### src/rtl/alu_reg4.sv
// alu_reg4: registered arithmetic/logic unit for the simple processor datapath.
//
// The operation selected by opcode is evaluated combinationally from A and B.
// result, carry_flag and zero_flag are then captured on the rising edge of clk.
// A new operation is accepted every cycle. Nothing is carried from one
// operation to the next, and there is no handshake.
//
// Ports:
//   clk        in   1      system clock, rising-edge active
//   rst        in   1      synchronous active-high reset (result=0, carry=0, zero=1)
//   A          in   WIDTH  operand A, unsigned
//   B          in   WIDTH  operand B, unsigned
//   opcode     in   4      operation select
//   result     out  WIDTH  registered result
//   carry_flag out  1      registered carry / borrow / overflow / divide-error flag
//   zero_flag  out  1      registered, 1 when the registered result is zero
//
// Opcode map:
//   0000 ADD   0001 SUB   0010 AND   0011 OR    0100 NOT   0101 MUL
//   0110 DIV   0111 XOR   1001 SHL   1010 SHR   1111 PASS
//   others: result 0, carry 0

module alu_reg4 #(
    parameter int WIDTH = 4
) (
    input  logic             clk,
    input  logic             rst,
    input  logic [WIDTH-1:0] A,
    input  logic [WIDTH-1:0] B,
    input  logic [3:0]       opcode,
    output logic [WIDTH-1:0] result,
    output logic             carry_flag,
    output logic             zero_flag
);

    localparam logic [3:0] OP_ADD  = 4'b0000;
    localparam logic [3:0] OP_SUB  = 4'b0001;
    localparam logic [3:0] OP_AND  = 4'b0010;
    localparam logic [3:0] OP_OR   = 4'b0011;
    localparam logic [3:0] OP_NOT  = 4'b0100;
    localparam logic [3:0] OP_MUL  = 4'b0101;
    localparam logic [3:0] OP_DIV  = 4'b0110;
    localparam logic [3:0] OP_XOR  = 4'b0111;
    localparam logic [3:0] OP_SHL  = 4'b1001;
    localparam logic [3:0] OP_SHR  = 4'b1010;
    localparam logic [3:0] OP_PASS = 4'b1111;

    logic [WIDTH-1:0]   result_d, result_q;
    logic               carry_d, carry_q;
    logic               zero_d, zero_q;

    // Widened intermediates. The bits above WIDTH give the carry and the
    // overflow without any extra compare logic.
    logic [WIDTH:0]     sum;
    logic [WIDTH:0]     diff;
    logic [2*WIDTH-1:0] prod;
    logic [WIDTH-1:0]   quot;

    always_comb begin
        sum  = {1'b0, A} + {1'b0, B};
        // The extra top bit becomes 1 exactly when A < B, which is the borrow.
        diff = {1'b0, A} - {1'b0, B};
        prod = {{WIDTH{1'b0}}, A} * {{WIDTH{1'b0}}, B};
        // Guarded so that divide-by-zero never produces an X quotient.
        quot = (B != '0) ? (A / B) : '0;
    end

    always_comb begin
        result_d = '0;
        carry_d  = 1'b0;
        unique case (opcode)
            OP_ADD: begin
                result_d = sum[WIDTH-1:0];
                carry_d  = sum[WIDTH];
            end
            OP_SUB: begin
                result_d = diff[WIDTH-1:0];
                carry_d  = diff[WIDTH];
            end
            OP_AND:  result_d = A & B;
            OP_OR:   result_d = A | B;
            OP_NOT:  result_d = ~A;
            OP_MUL: begin
                result_d = prod[WIDTH-1:0];
                // Any set bit in the upper half means the product does not fit.
                carry_d  = |prod[2*WIDTH-1:WIDTH];
            end
            OP_DIV: begin
                result_d = quot;
                carry_d  = (B == '0);
            end
            OP_XOR:  result_d = A ^ B;
            OP_SHL: begin
                result_d = {A[WIDTH-2:0], 1'b0};
                carry_d  = A[WIDTH-1];
            end
            OP_SHR: begin
                result_d = {1'b0, A[WIDTH-1:1]};
                carry_d  = A[0];
            end
            OP_PASS: result_d = A;
            default: begin
                result_d = '0;
                carry_d  = 1'b0;
            end
        endcase
        // The zero flag is derived from the value about to be registered, so it
        // always agrees with result, including for undefined opcodes.
        zero_d = (result_d == '0);
    end

    always_ff @(posedge clk) begin
        if (rst) begin
            result_q <= '0;
            carry_q  <= 1'b0;
            zero_q   <= 1'b1;
        end else begin
            result_q <= result_d;
            carry_q  <= carry_d;
            zero_q   <= zero_d;
        end
    end

    assign result     = result_q;
    assign carry_flag = carry_q;
    assign zero_flag  = zero_q;

endmodule

### config.mk
export PLATFORM = sky130hd
export DESIGN_NAME = alu_reg4
export DESIGN_NICKNAME = d
export VERILOG_FILES = /design/src/rtl/alu_reg4.sv
export SDC_FILE = /design/constraint.sdc
export NUM_CORES = 1
export LEC_CHECK = 0
export BUFFER_PORTS_ARGS = -buffer_cell sky130_fd_sc_hd__buf_2
export CAP_MARGIN = 20
export CORE_MARGIN = 2
export CORE_UTILIZATION = 54
export DETAILED_ROUTE_END_ITERATION = 12
export GPL_ROUTABILITY_DRIVEN = 0
export PLACE_DENSITY_LB_ADDON = 0.25
export SKIP_LAST_GASP = 1
export SLEW_MARGIN = 20
export SYNTH_ARGS = -nofsm -noshare
export SYNTH_HDL_FRONTEND = slang
export SYNTH_SLANG_ARGS = --single-unit
### constraint.sdc
create_clock -name clk -period 4.7 [get_ports clk]
set_clock_uncertainty 0.15 [all_clocks]
set_input_delay 1.175 -clock clk [delete_from_list [all_inputs] [get_ports clk]]
set_output_delay 1.175 -clock clk [all_outputs]
set_load 0.005 [all_outputs]
==> impl_metrics.json <==
{
  "endpoint_kind": "flip-flop",
  "grt_setup_unrepaired": "yes",
  "start_kind": "input port",
  "cts-htree-levels": 1,
  "yosysWarnings": 0,
  "p_clk_share_pct": 14.0,
  "busiest_layer": "met2",
  "yosysUniqueCellTypes": 54,
  "crit_path_start": "B[3]",
  "fin_nets": 326,
  "grt_pass1_vias": 1663,
  "final_cell_mix": "ha_1 (36), buf_4 (26), nor2_1 (23)",
  "netSwitchingPower_mw": 0.1450,
  "area_growth_pct": 22.49,
  "syn-cell-area_um2": 1769,
  "p_comb_share_pct": 69.7,
  "antenna_found_initial": 0,
  "grt_usage_pct": 26.72,
  "drv_cap": 0,
  "ios": 20,
  "seq_area_um2": 120.1,
  "clkTransAtPathRegs_ns": 0.05,
  "dr.first_iter.drc_count": 219,
  "die_h_um": 61.24,
  "synth_ff_type": "dfxtp_1",
  "hold_start": "rst",
  "cts_root_buffer": "clkbuf_4",
  "drive_gt1_share_pct": 26.59,
  "syn_nets": 284,
  "antenna_cells": 0,
  "synth_edf_count": 0,
  "finalCritPeriodShare_pct": 95.13,
  "fin_crit_ns": 4.471,
  "viasPerCell": 5.842,
  "cts_tree": "built",
  "hpwl_um": 3596,
  "cts_made_buffers": 3,
  "multiInputGateArea_um2": 1578,
  "fp.dieW_um": 61.24,
  "arrival_ns": 4.51,
  "crit_type": "in -> reg",
  "setup_tns_ns": 0,
  "netSwitchingFraction_pct": 42.56,
  "antenna_left": 0,
  "grt_pass1_wl_um": 7569,
  "num_rows": 20,
  "cp_max_fo": 5,
  "avgRoutedWirePerCell_um": 14.86,
  "synthCells": 227,
  "max_freq_mhz": 223.7,
  "ys_ff_latch": 6,
  "avgSynthCellArea_um2": 7.794,
  "portBuffers": 19,
  "synth_async_sr_flop_share_pct": 0,
  "nFillCells": 256,
  "drt-total-wl_um": 4620,
  "met3_usage_pct": 5.882,
  "clock-sinks": 6,
  "hp-class": "in -> reg",
  "grt_max_degree": 34,
  "p_leak_nw": 1.058,
  "use_met1_pct": 34.99,
  "mostFrequentLayoutCell": "ha_1",
  "start_util_pct": 57.48,
  "power_density_nw_per_um2": 157.2,
  "total_power_mw": 0.3406,
  "finalSetupViolCount": 0,
  "power_frac_seq_pct": 16.3,
  "crit_required_ns": 4.74,
  "use_met2_pct": 45.29,
  "die_area_um2": 3750,
  "status": "complete, no violations",
  "peakVddDrop_mv": 0.07790,
  "gr-total-overflow": 0,
  "tightest_slew_ns": 0.5465,
  "seq_area_frac_synth_pct": 6.789,
  "drcViolationCount": 0,
  "p_int_mw": 0.1957,
  "via_count": 1817,
  "drt_pass1_iterations": 4,
  "core_area_um2": 3078,
  "maxSlewHeadroom_pct": 63.57,
  "final_max_slew_viol_count": 0,
  "clockBufferDepth": 2,
  "hold_viol_final": 0
}
-- synth_stat cells (2+ instances only) --
library cell   n  share of area (%)
mux2_2         3                1.9
nand2_1       17                3.6
a31oi_1        2               0.71
nand2b_1       4                1.4
o211ai_1       6                2.5
a211o_1        2               0.99
xnor2_1        5                2.5
nand3b_1       2               0.85
a21o_1         5                2.1
inv_1         21                4.5
a22oi_1        2               0.85
a21oi_1       15                4.2
o21ai_0       10                2.8
nand4_1        4                1.4
o2111ai_1      3                1.5
buf_2          6                1.7
buf_6          2                1.3
o21a_1         4                1.7
fa_1           6                6.8
nor3_1         6                1.7
nor2b_1        5                1.8
nor2_1        23                4.9
dfxtp_1        6                6.8
a311o_1        2                1.1
ha_1          37                 26
-- registers in the layout, summed over array words and instances (netlist names) --
| signal | flops |
|---|---|
| carry_flag | 1 |
| result | 4 |
| zero_flag | 1 |
-- cell type report --
class,count,share of cell area (%)
multi-input cells,190,72.81
flip-flops and latches,6,5.543
inverters,21,3.637
repair buffers,47,14.43
well taps,44,2.540
clock buffers,3,1.039
-- per-layer routing --
layer | up-vias | share of wire [%]
met5 | - | 0
li1 | 901 | -
met1 | 841 | 44
met4 | 0 | 1.1
met3 | 6 | 6.5
met2 | 69 | 48
-- stage by stage --
stage                     instance area [µm²]  setup slack, ns  hold slack [ns]  std cells  util (%)
final                                    2167           0.2288            1.087        311     70.41
after CTS                                2054          0.01242            1.088        306     66.75
after floorplan                          1773          0.01355            1.222        227         -
after global placement                   2017          -0.1281            1.340        301     65.53
after global routing                     2167         -0.04005            1.094        311     70.41
after detailed placement                 2017          -0.2368            1.341        301     65.53
-- cell families (layout without fill, tap and decap cells) --
group                      Yosys count  in the layout  synth area share (%)
AOI/OAI and AO/OA                   67             67                 26.73
DFF                                  6              6                 6.790
and+or+nand+nor                     69             69                 19.17
adders and majority gates           43             43                 32.96
buffers and inverters               31             71                 8.062
xor gates and xnor gates             6              6                 2.970
muxes                                5              5                 3.324
-- power groups by stage --
| stage | logic (mW) | registers [mW] | clock network, mW |
|---|---|---|---|
| final | 0.238 | 0.0554 | 0.0476 |
| after global routing | 0.266 | 0.0557 | 0.0508 |
| after CTS | 0.215 | 0.0555 | 0.0481 |
| after detailed placement | 0.211 | 0.0564 | 0 |
| after global placement | 0.208 | 0.0563 | 0 |
| after floorplan | 0.144 | 0.0571 | 0 |
-- worst max-delay path, cell delays in order --
cell and delay (ns):
buf_2 0.12, nor3_4 0.21, buf_6 0.13, a21oi_2 0.05, ha_1 0.29, o21a_1 0.15
o211ai_1 0.08, buf_4 0.17, nand2_2 0.07, o21ai_2 0.06, ha_1 0.30, o21a_1 0.16
o21ai_2 0.07, a21oi_2 0.24, nor2_1 0.08, a21oi_1 0.14, ha_1 0.24, a21boi_0 0.12
o21ai_1 0.14, nand2b_1 0.08, a21oi_2 0.14, a2bb2oi_2 0.16, a41o_1 0.16
-- repair_timing --
action                                  in CTS  in global routing
endpoints found under the setup margin       1                  2
setup buffers                                2                  5
pin swaps                                    2                 12
gates cloned                                 0                  0
hold buffers                                 0                  0
gates resized for setup                      0                 19
-- worst paths after layout --
check / slack (ns) / end / cells after the start
setup / recovery: 0.23 / zero_flag$_SDFF_PP1_ / 23
hold / removal: 1.09 / carry_flag$_SDFF_PP0_ / 3
No activity file was read; power rests on OpenSTA's default activity.
